File: src/rtl/mult_ctrl_n.sv
// Shift-and-add multiplier controller with start/busy/done handshake.
// Define EARLY_EXIT_EN to finish as soon as the multiplier register is zero.
module mult_ctrl_n #(
  parameter int N = 8,
  localparam int CNT_W = $clog2(N + 1)
) (
  input  logic             clk,
  input  logic             rst,
  input  logic             i_start,
  input  logic             i_lsb,
  input  logic             i_zero,
  output logic [15:0]      o_signal,
  output logic             o_busy,
  output logic             o_done,
  output logic [CNT_W-1:0] o_count
);

  typedef enum logic [3:0] {
    S_IDLE = 4'd0,
    S_CLR  = 4'd1,
    S_TEST = 4'd2,
    S_ADD  = 4'd3,
    S_ADDW = 4'd4,
    S_SHA  = 4'd5,
    S_SHAW = 4'd6,
    S_SHB  = 4'd7,
    S_SHBW = 4'd8,
    S_CHK  = 4'd9,
    S_DONE = 4'd10
  } state_e;

  localparam logic [15:0] W_NOP  = 16'h0000;
  localparam logic [15:0] W_CLR  = 16'h0001;
  localparam logic [15:0] W_TEST = 16'h8200;
  localparam logic [15:0] W_ADD  = 16'h1120;
  localparam logic [15:0] W_ADDW = 16'h1121;
  localparam logic [15:0] W_SHA  = 16'h6200;
  localparam logic [15:0] W_SHAW = 16'h6203;
  localparam logic [15:0] W_SHB  = 16'h2300;
  localparam logic [15:0] W_SHBW = 16'h2305;

  localparam logic [CNT_W-1:0] CNT_N   = CNT_W'(N);
  localparam logic [CNT_W-1:0] CNT_ONE = CNT_W'(1);

  state_e           state_q, state_d;
  logic [CNT_W-1:0] count_q, count_d;
  logic             exit_now;

`ifdef EARLY_EXIT_EN
  assign exit_now = i_zero || (count_q == CNT_N);
`else
  logic unused_zero;
  assign unused_zero = i_zero;
  assign exit_now    = (count_q == CNT_N);
`endif

  always_ff @(posedge clk) begin
    if (rst) begin
      state_q <= S_IDLE;
      count_q <= '0;
    end else begin
      state_q <= state_d;
      count_q <= count_d;
    end
  end

  always_comb begin
    state_d = state_q;
    count_d = count_q;
    unique case (state_q)
      S_IDLE: if (i_start) state_d = S_CLR;
      S_CLR: begin
        count_d = '0;
        state_d = S_TEST;
      end
      S_TEST: state_d = i_lsb ? S_ADD : S_SHA;
      S_ADD:  state_d = S_ADDW;
      S_ADDW: state_d = S_SHA;
      S_SHA:  state_d = S_SHAW;
      S_SHAW: state_d = S_SHB;
      S_SHB:  state_d = S_SHBW;
      S_SHBW: begin
        count_d = count_q + CNT_ONE;
        state_d = S_CHK;
      end
      S_CHK:  state_d = exit_now ? S_DONE : S_TEST;
      S_DONE: state_d = S_IDLE;
      default: state_d = S_IDLE;
    endcase
  end

  // Moore outputs: decoded from the state register alone.
  always_comb begin
    o_signal = W_NOP;
    o_busy   = 1'b1;
    o_done   = 1'b0;
    unique case (state_q)
      S_IDLE: o_busy   = 1'b0;
      S_CLR:  o_signal = W_CLR;
      S_TEST: o_signal = W_TEST;
      S_ADD:  o_signal = W_ADD;
      S_ADDW: o_signal = W_ADDW;
      S_SHA:  o_signal = W_SHA;
      S_SHAW: o_signal = W_SHAW;
      S_SHB:  o_signal = W_SHB;
      S_SHBW: o_signal = W_SHBW;
      S_CHK:  o_signal = W_NOP;
      S_DONE: o_done   = 1'b1;
      default: o_signal = W_NOP;
    endcase
  end

  assign o_count = count_q;

endmodule

File: config.mk
export PLATFORM = sky130hd
export DESIGN_NAME = mult_ctrl_n
export DESIGN_NICKNAME = d
export VERILOG_FILES = /design/src/rtl/mult_ctrl_n.sv
export SDC_FILE = /design/constraint.sdc
export NUM_CORES = 1
export LEC_CHECK = 0
export BUFFER_PORTS_ARGS = -buffer_cell sky130_fd_sc_hd__buf_4
export CAP_MARGIN = 10
export CELL_PAD_IN_SITES_DETAIL_PLACEMENT = 0
export CELL_PAD_IN_SITES_GLOBAL_PLACEMENT = 1
export CORE_UTILIZATION = 35
export DETAILED_ROUTE_END_ITERATION = 6
export GPL_TIMING_DRIVEN = 1
export PLACE_DENSITY_LB_ADDON = 0.1
export SLEW_MARGIN = 20
export SYNTH_ARGS = -nofsm -noshare
export SYNTH_HDL_FRONTEND = slang
export SYNTH_SLANG_ARGS = --single-unit
File: constraint.sdc
create_clock -name clk -period 2.43 [get_ports clk]
set_input_delay 0.486 -clock clk [delete_from_list [all_inputs] [get_ports clk]]
set_output_delay 0.486 -clock clk [all_outputs]
set_load 0.02 [all_outputs]
==> run summary, run 1 <==
The flow ran to the end, and the final reports show no timing, DRC or antenna violations. For this design the ratio of total power to cell area is 486 mW/mm^2. The number of hold violations in the final report is 0, and the clock transition at the register clock pins on the worst setup and hold paths after CTS is 0.05 ns.

Startpoint type of the worst setup path: a flip-flop. The run gives 0.00178 sq mm as the core region area. For this design, the CTS-stage hold fixing added 0 buffers. Synthesis handed over a netlist of 90 instances.

The leakage power is 0.378 nW. The tools report the start point of the worst hold path as rst. The number of antenna violations at the first check in global routing came out at 0.

The H-tree level count was 1; the overall die height was 46.3 um. Summed over all layers, the routed wires come to 1510 um. The synthesized netlist contains 39 unique library cells. In this run the cell area of the synthesized design comes to 686 sq um. The yosys synthesis warning count is 0.

The count of state elements after synthesis works out to 8. At the later pin of the worst-skew pair, clock insertion delay measures 0.25 ns. The path class of the tightest hold or removal check is primary input to flip-flop. Gates resized during post-CTS repair numbered 0. The worst hold path was traced through 2 stages. Relative to the synthesized area, the layout overhead comes to 20.8%. The initialized floorplan defines 15 standard-cell rows. Setup repair after global routing left no endpoint under its margin. The number of global-route vias before repair was 547; the maximum buffer depth of the clock tree was 2. The tightest hold path in the finished design has a slack of 0.437 ns. Entering global routing, the biggest net connects 17 pins.

Cell accounting for the most synthesized area: sky130_fd_sc_hd__dfxtp_1. In the final timing run, aggregate negative setup slack is 0 ns. The worst setup path is captured at an output pin. The clock drives 8 sinks. The logs give 0 for the remaining global-route overflow and 0 for the number of max-slew violations in the final report.

For the full die area, the log shows 0.00214 sq mm. After legalization and detailed placement, the total HPWL measured 1130 um. After the first detailed-routing iteration, the DRC count stood at 10. The run gives 115 as the layout net count. Number of post-CTS setup repair buffers: 0. The utilization after layout was 46.5%.

The fraction of layout instances using a drive strength above 1 works out to 25.5%. The floorplan step set the die width to 46.3 um. Total routing usage reported by global routing: 15.9%.

Peak supply drop: 0.319 mV. The first global-routing pass estimated 2450 um of wire. The tree is rooted in a sky130_fd_sc_hd__clkbuf_4. Number of flops mapped to enable cells by yosys: 0.

The detail route stage leaves a number of antenna-violating nets equal to 0. The final cycle utilization of the critical path came out at 85.6%. The final estimated routing congestion in global placement was 0.737. The placement-stage cell area is 806 sq um, and the number of iterations in the first detailed-routing pass is 4. For the number of clock buffers inserted by TritonCTS, the log shows 3. The path with the worst hold slack has its endpoint at o_count[3]$_SDFFE_PP0P_. The run gives 1.94 ns as the data required time at the worst endpoint. During placement, the flow inserted port buffers numbering 19. Final antenna diode count: 0. In this run the worst path has a maximum fanout of 11. The detailed router placed 670 vias in this run. The capturing point of the worst reg2reg path is state_q[2]$_SDFFE_PP0P_.

The per-cell via count in the routed design came out at 5.11. For the portion of the post-synthesis area used by sequential elements, the log shows 23.4%. The worst setup path is of the flip-flop to output pin kind.

The run gives 0.00296 ns as the worst clock skew. The beginning of the worst register-to-register path was state_q[2]$_SDFFE_PP0P_. Summed over its instances, the top area cell type makes up 23.4% of the synthesized netlist area. The worst register-to-register path has a depth of 3.

The remaining design rule violation count was 0; the average detailed-routed wire length per instance was 11.6 um. 27 I/O pins were placed. The mean cell area of the mapped netlist works out to 7.62 sq um. Setup slack on the worst reg-to-reg path comes out at 0.99 ns. Subtracting the final worst setup slack from the clock period gives 2.08 ns. The worst pin sits at a relative slew slack of 66.7%. At the worst endpoint, the arrival time is 1.59 ns. Setup slack closes at 0.351 ns. After synthesis, the cell types taking the most area are sky130_fd_sc_hd__dfxtp_1 23%, sky130_fd_sc_hd__buf_4 7.7%, sky130_fd_sc_hd__nand2b_1 5.5%. The final non-filler cell area is 828 sq um. OpenSTA, run right after detailed placement, puts the worst setup slack at 0.599 ns. Setup violations remaining at the end of the flow were counted as 0.

TritonCTS built the clock tree. At the pin with the least slew margin, the transition time is 0.498 ns. For this run, asynchronously set or reset flops after synthesis account for 0%. The most used flip-flop cell after synthesis is sky130_fd_sc_hd__dfxtp_1. Once the floorplan was initialized, standard cells occupied 38.5% of the core.

The max-cap violation count was 0. Based on the critical path, the design can be clocked at up to 481 MHz.
-- cells by family (layout without fill, tap and decap cells) --
logic type	after synthesis	count (layout)	synth area share, %
buffers and inverters	18	29	16.6
XOR/XNOR	2	2	2.56
AO/OA/AOI/OAI	22	22	21.0
other	1	6	0.547
flip-flops	8	8	23.4
adder cells (fa/ha/maj)	2	2	3.65
AND/OR/NAND/NOR	37	37	32.3
-- cells in the mapped netlist, drive strengths merged (2+ instances only) --
| master | count |
|---|---|
| nor4 | 2 |
| nor2 | 6 |
| a21oi | 6 |
| a31oi | 3 |
| nor3 | 2 |
| nand2 | 5 |
| buf | 14 |
| o32ai | 2 |
| inv | 3 |
| nor2b | 3 |
| and3 | 2 |
| xor2 | 2 |
| dfxtp | 8 |
| o21ai | 4 |
| nand2b | 6 |
| ha | 2 |
| nand3b | 2 |
-- worst max-delay path by stage --
stage | startpoint | end | cells after the start
final | state_q[2]$_SDFFE_PP0P_ | o_signal[13] | 4
after global routing | state_q[0]$_SDFFE_PP0P_ | o_signal[9] | 4
after CTS | state_q[2]$_SDFFE_PP0P_ | o_signal[13] | 4
after detailed placement | state_q[2]$_SDFFE_PP0P_ | o_signal[13] | 4
after global placement | state_q[2]$_SDFFE_PP0P_ | o_signal[13] | 4
after floorplan | state_q[0]$_SDFFE_PP0P_ | o_signal[12] | 4
-- area by class of cell --
| class | count | area (sq um) |
|---|---|---|
| Clock buffer | 3 | 22.5 |
| Fill cell | 196 | 955 |
| Inverter | 3 | 11.3 |
| Multi-Input combinational cell | 69 | 430 |
| Sequential cell | 8 | 160 |
| Tap cell | 25 | 31.3 |
| Timing Repair Buffer | 23 | 173 |
-- power breakdown --
part / total [mW] / internal [mW] / switching (mW)
logic: 0.145 / 0.0602 / 0.0852
clock network: 0.102 / 0.0565 / 0.0454
registers: 0.155 / 0.137 / 0.0176
total: 0.402 / 0.254 / 0.148
-- sequential cells by signal, summed over array words and instances (netlist names) --
| register | flops |
|---|---|
| o_count | 4 |
| state_q | 4 |
-- worst max-delay path: stages (launching register included) --
cell and delay (ns):
sky130_fd_sc_hd__dfxtp_1 0.41, sky130_fd_sc_hd__nor2_1 0.44, sky130_fd_sc_hd__nand2_1 0.20, sky130_fd_sc_hd__o21ai_0 0.12, sky130_fd_sc_hd__buf_4 0.17
-- per-layer routing --
| metal | share of wire [%] | GRT usage, % |
|---|---|---|
| met5 | 0 | 0 |
| met4 | 0 | 1.76 |
| met3 | 6.3 | 5.88 |
| met2 | 46 | 24.5 |
| met1 | 47 | 21.8 |
-- cell usage in the layout (no fill, tap or decap), types with 2 or more instances in the layout --
cell type and n:
sky130_fd_sc_hd__buf_4 23, sky130_fd_sc_hd__dfxtp_1 8, sky130_fd_sc_hd__a21oi_1 6, sky130_fd_sc_hd__nor2_1 6, sky130_fd_sc_hd__nand2b_1 6, sky130_fd_sc_hd__conb_1 6
sky130_fd_sc_hd__nand2_1 5, sky130_fd_sc_hd__o21ai_0 4, sky130_fd_sc_hd__inv_1 3, sky130_fd_sc_hd__nor2b_1 3, sky130_fd_sc_hd__a31oi_1 3, sky130_fd_sc_hd__clkbuf_4 3
sky130_fd_sc_hd__nand3b_1 2, sky130_fd_sc_hd__xor2_1 2, sky130_fd_sc_hd__and3_1 2, sky130_fd_sc_hd__nor3_1 2, sky130_fd_sc_hd__o32ai_1 2, sky130_fd_sc_hd__ha_1 2
-- through the flow --
| step | power, mW | cells |
|---|---|---|
| 2_1_floorplan | 0.269 | 95 |
| 3_3_place_gp | 0.305 | 128 |
| 3_5_place_dp | 0.305 | 128 |
| 4_1_cts | 0.408 | 131 |
| 5_1_grt | 0.428 | 131 |
| 6_report | 0.402 | 131 |
Note: power is estimated with default switching activity, not from simulation.
==> run 2: changes to the inputs <==
Settings changed: CORE_UTILIZATION 35 to 33.
==> run 2 against run 1 <==
  * Via count shrank 0.75%
  * Fmax up 0.21%
  * Largest cell class unchanged
  * Sequential power hardly changed
  * Cell count up 1.5%
  * Largest power group unchanged
==> run summary, run 2 (synthesis results as in run 1) <==
The tools report the number of hold violations in the final report as 0. The logs give 130 for the total instance count after detailed placement and 64.2% for the relative slew slack. The H-tree level count was 1; the final non-filler cell area was 831 sq um. The overall routed net length is 1540 um, and the non-filler instance count after layout is 133. The flow ran to the end, and the final reports show no timing, DRC or antenna violations. Global routing used 15.4% of the available tracks across all layers. The post-synthesis to final-layout area growth was 21.2%. For this design the top-level I/O count stands at 27. Before antenna repair, the detailed router went through 4 iterations. Setup violations remaining at the end of the flow were counted as 0. The tools report the remaining design rule violation count as 0.

The clock tree root driver cell was sky130_fd_sc_hd__clkbuf_4. The slowest stage of the critical path is the sky130_fd_sc_hd__dfxtp_1 cell. Fill cells in the final layout number 211.

Clock transition at the register clock pins on the worst setup and hold paths after CTS: 0.05 ns. TritonCTS built the clock tree. The type of the worst min-delay path was primary input to flip-flop. The die boundary width works out to 47.6 um. The top cell types in the final layout, fill and taps aside, are 23 x sky130_fd_sc_hd__buf_4, 8 x sky130_fd_sc_hd__dfxtp_1. The tools report the total number of vias as 665. After layout, the design draws a total of 0.402 mW. The run gives 0 as the remaining global-route overflow.

For the number of post-CTS setup repair buffers, the log shows 0. The critical path class is flip-flop to output pin. In this design, the largest share of critical-path delay is due to flip-flops. The detail route stage leaves a number of antenna-violating nets equal to 0. The first global-routing pass estimated 2450 um of wire.

Traced cell by cell, the critical path runs through nand2b_1 -> a21boi_0 -> o21ai_0 -> buf_4. For this run, the top clock speed supported by timing is 482 MHz. The initial utilization of the core area, before any placement, comes to 34.9%. The largest single stage delay on the critical path is 0.65 ns. For the full die area, the log shows 0.00226 sq mm. Power spread over the standard cell area amounts to 484 mW/mm^2. Hold repair after CTS inserted 0 buffers. For the finished layout, the period the worst path requires is 2.07 ns.

The tools report the post-route setup TNS as 0 ns. The maximum fanout along the worst path was 17; the final cycle utilization of the critical path was 85.4%. The tools report the peak supply drop as 0.228 mV.

The first routing iteration left 29 violations. Once detailed placement completed, the half-perimeter wirelength came to 1080 um. The placement-stage cell area is 808 sq um, and the fraction of layout instances using a drive strength above 1 is 25.5%.

The tools report the number of antenna violations at the first check in global routing as 0. Leaving out fill and tap cells, the most frequent cell in the layout is sky130_fd_sc_hd__buf_4. Number of max-slew violations in the final report: 0. For this design the static power due to leakage is 0.377 nW. After the last flow step, the layout net total stands at 115. Post-cts repair resize count: 0. In this run the core area contains 16 standard-cell rows. Final estimated routing congestion in global placement: 0.695.

For the number of sinks driven by the clock tree, the log shows 8. The later pin in the worst-skew pair is clocked with a latency of 0.25 ns. Number of global-route vias before repair: 552.

The number of clock buffers inserted by TritonCTS was 3. Dividing the detail-routed via count by the number of cells gives 5.00. The count of input and output buffers came out at 19. STA classifies the critical path startpoint as a flip-flop.

At the worst endpoint, the required time is 1.94 ns. Hold timing on the final database bottoms out at a slack of 0.440 ns. At the pin with the least slew margin, the transition time is 0.536 ns. The largest net degree at the start of global routing came out at 18. The repair_antennas step left the layout with diodes totalling 0.

Across the routed clock network, the largest skew measured is 0.00311 ns. The number of buffers and inverters on the critical path was 1. The maximum buffer depth of the clock tree is 2. Category of the worst setup path capture point: an output pin. The average detailed-routed wire length per instance is 11.5 um.

The endpoint arrival time on the critical path came out at 1.59 ns. The tool flagged a number of max-cap violations equal to 0. Setup repair after global routing left no endpoint under its margin.

The die is 47.6 um tall. The core region area was 0.00196 sq mm.
## run 2: report_power, final
group,switching [mW],internal [mW]
clock,0.0428,0.0564
sequential,0.0201,0.137
combinational,0.0846,0.0612
## run 2: layout make-up
cell class | instances | area [sq um] | area share, %
Tap cell | 27 | 33.8 | 4.07
Sequential cell | 8 | 160 | 19.3
Multi-Input combinational cell | 69 | 430 | 51.8
Clock buffer | 3 | 22.5 | 2.71
Timing Repair Buffer | 23 | 173 | 20.8
Inverter | 3 | 11.3 | 1.36
## run 2: worst paths after layout
| kind | from | endpoint | slack (ns) | cells after the start |
|---|---|---|---|---|
| max | state_q[1]$_SDFFE_PP0P_ | o_signal[9] | 0.36 | 4 |
| min | rst | o_count[2]$_SDFFE_PP0P_ | 0.44 | 2 |
| max reg2reg | state_q[1]$_SDFFE_PP0P_ | state_q[2]$_SDFFE_PP0P_ | 0.70 | 4 |
| min reg2reg | o_count[3]$_SDFFE_PP0P_ | o_count[3]$_SDFFE_PP0P_ | 0.53 | 2 |
## run 2: layer usage
metal | up-vias | GRT usage [%] | routed length (um)
li1 | 342 | - | -
met1 | 308 | 22.4 | 771
met2 | 13 | 22.5 | 694
met3 | 2 | 3.40 | 60
met4 | 0 | 5.00 | 9
met5 | - | 0 | 0
## run 2: stage by stage
| step | worst slack, ns | utilization [%] |
|---|---|---|
| 2_1_floorplan | 0.520 | - |
| 3_3_place_gp | 0.597 | 41.2 |
| 3_5_place_dp | 0.622 | 41.2 |
| 4_1_cts | 0.338 | 42.3 |
| 5_1_grt | 0.139 | 42.3 |
| 6_report | 0.356 | 42.3 |
## run 2: worst register-to-register path, cell delays in order (launching register included)
cell	delay [ns]
sky130_fd_sc_hd__dfxtp_1	0.65
sky130_fd_sc_hd__nor2_1	0.22
sky130_fd_sc_hd__buf_4	0.20
sky130_fd_sc_hd__a211o_1	0.31
sky130_fd_sc_hd__nor4_2	0.27
==> run 3: changes to the inputs <==
Settings changed: CORE_UTILIZATION 33 to 37, CTS_BUF_LIST set to sky130_fd_sc_hd__clkbuf_4.
==> run 3 against run 2 <==
  * Highest routed layer unchanged
  * Clock skew is 0.0023 ns lower
  * Clock power is essentially flat
  * Combinational power is essentially flat
  * Register-to-register slack better by 0.11 ns
  * Global-route usage increased by 1.2 points
  * Cell count is 1.5% lower
  * Sequential share of layout area up 0.058 points
  * First-iteration DRC count shrank 66%
  * Wire length fell by 3.1%
  * Critical path depth is the same
==> run summary, run 3 (synthesis results as in run 1) <==
The run finished with clean final reports. Layout net count: 115. After detailed routing, the number of remaining DRC violations is 0. Broken down by cell family, the worst path's largest delay share belongs to flip-flops. Global routing finished with a remaining overflow of 0.

The number of ports placed on the die boundary came out at 27. Overall die height: 45.0 um. Max-cap violation count: 0. In this run the worst path has a maximum fanout of 17. The region available for standard cell placement spans 0.00173 sq mm. Buffers placed on the I/O ports in this run total 19. For the total routing usage reported by global routing, the log shows 16.6%.

Detailed placement finished with a half-perimeter wire length of 1060 um. The number of buffers and inverters on the critical path works out to 1. Timing would allow up to 488 MHz. Using the TritonRoute via totals, the vias-per-cell ratio works out to 5.04. Leaving out fill and tap cells, the most frequent cell in the layout is sky130_fd_sc_hd__buf_4. The category of the worst setup path capture point is an output pin. The run gives 4 as the number of iterations in the first detailed-routing pass. The clock reaches the later pin of the worst-skew pair after 0.25 ns. For this block, the via count after detailed routing is 660. For the number of global-route vias before repair, the log shows 533.

The average detailed-routed wire length per instance came out at 11.4 um. At the worst endpoint, the arrival time is 1.56 ns. In the post-route analysis, the smallest setup slack over all paths is 0.380 ns.

The relative slew slack was 64.4%; the worst clock skew was 0.000815 ns. Once the clock tree was built, the setup fixing pass inserted 0 buffers. The post-route setup TNS was 0 ns; the full die area was 0.00203 sq mm. The critical path is of the flip-flop to output pin type.

From synthesis to final layout, the design area changed by 20.8%. CTS placed an instance of sky130_fd_sc_hd__clkbuf_4 at the clock tree root. For the count of hold buffers inserted by post-cts repair, the log shows 0. The startpoint type of the worst setup path was a flip-flop. At the end of routability-driven placement, the weighted congestion stood at 0.701. Counting instances, the worst hold path has a depth of 2. The critical path's largest stage delay is 0.65 ns, and the final number of setup-violating endpoints is 0.

The fraction of layout instances using a drive strength above 1 is 25.5%, and the power density over the cells is 487 mW/mm^2. The run gives 0.377 nW as the leakage power. At the worst endpoint, the required time is 1.94 ns.

For the number of clock buffers inserted by TritonCTS, the log shows 3. For this design, the slowest cell found on the critical path is sky130_fd_sc_hd__dfxtp_1. The final critical path takes up 84.3% of the cycle. The worst-case IR drop observed on VDD is 0.265 mV. The first global-routing pass estimated 2460 um of wire. The final antenna diode count came out at 0. The signal on the critical path passes through nand2b_1 -> a21boi_0 -> o21ai_0 -> buf_4. In this run the remaining antenna-violating nets after routing total 0. Number of antenna violations at the first check in global routing: 0.

Prior to clock tree synthesis, the placed netlist has a worst setup slack of 0.621 ns. For this block, the routed nets add up to 1490 um of wire. The tools report the H-tree level count as 1. The critical path crosses 4 cells after its start point. The number of cell rows came out at 15. The number of max-slew violations in the final report is 0.

Setup repair after global routing left no endpoint under its margin. Maximum buffer depth of the clock tree: 2. Number of hold violations in the final report: 0.

In the layout the commonest cells are 23 x sky130_fd_sc_hd__buf_4, 8 x sky130_fd_sc_hd__dfxtp_1. Number of cells traversed by the worst register-to-register path: 4. TritonCTS built the clock tree.

The clock transition at the register clock pins on the worst setup and hold paths after CTS came out at 0.05 ns. The routed design could run at a clock period as short as 2.05 ns. The tightest min-delay check is of the primary input to flip-flop type. For the initial DRC count, the log shows 10. The post-cts repair resize count is 0, and the die boundary width is 45.0 um. At the pin with the least slew margin, the transition time is 0.533 ns. Counting every sink on the clock net gives 8.

The starting density of the core was 39.7%; the largest net degree at the start of global routing was 18.
run 3: cell counts in the layout (fill, tap and decap cells not counted):
No cell type changed its count.
run 3: path summary, 6_finish.rpt:
kind / to / slack, ns / startpoint
worst max register to register: state_q[2]$_SDFFE_PP0P_ / 0.81 / state_q[1]$_SDFFE_PP0P_
worst min register to register: o_count[3]$_SDFFE_PP0P_ / 0.53 / o_count[3]$_SDFFE_PP0P_
worst min-delay path: o_count[3]$_SDFFE_PP0P_ / 0.44 / rst
worst max-delay path: o_signal[9] / 0.38 / state_q[1]$_SDFFE_PP0P_
run 3: through the flow:
step                cell area, sq um  utilization (%)  hold WS [ns]  std cells  power (mW)
finish                           828             48.0         0.443        131       0.403
global route                     828             48.0         0.439        131       0.433
CTS                              828             48.0         0.435        131       0.411
detailed placement               806             46.7         0.524        128       0.306
global placement                 806             46.7         0.515        128       0.306
floorplan                        704                -         0.555         95       0.269
run 3: routing by layer:
metal / GRT usage, % / wire (um) / up-vias
met5: 0 / 0 / -
met4: 7.27 / 11 / 0
met3: 2.40 / 72 / 2
met2: 27.5 / 673 / 17
met1: 21.3 / 730 / 301
li1: - / - / 340
run 3: report_power, final:
part / switching (mW) / internal [mW]
combinational: 0.0843 / 0.0613
clock: 0.0444 / 0.0565
sequential: 0.0198 / 0.137
run 3: layout make-up:
class                   instances  area, sq um
multi-input cells              69          430
clock buffers                   3         22.5
well taps                      25         31.3
flip-flops and latches          8          160
repair buffers                 23          173
fillers                       200          898
inverters                       3         11.3
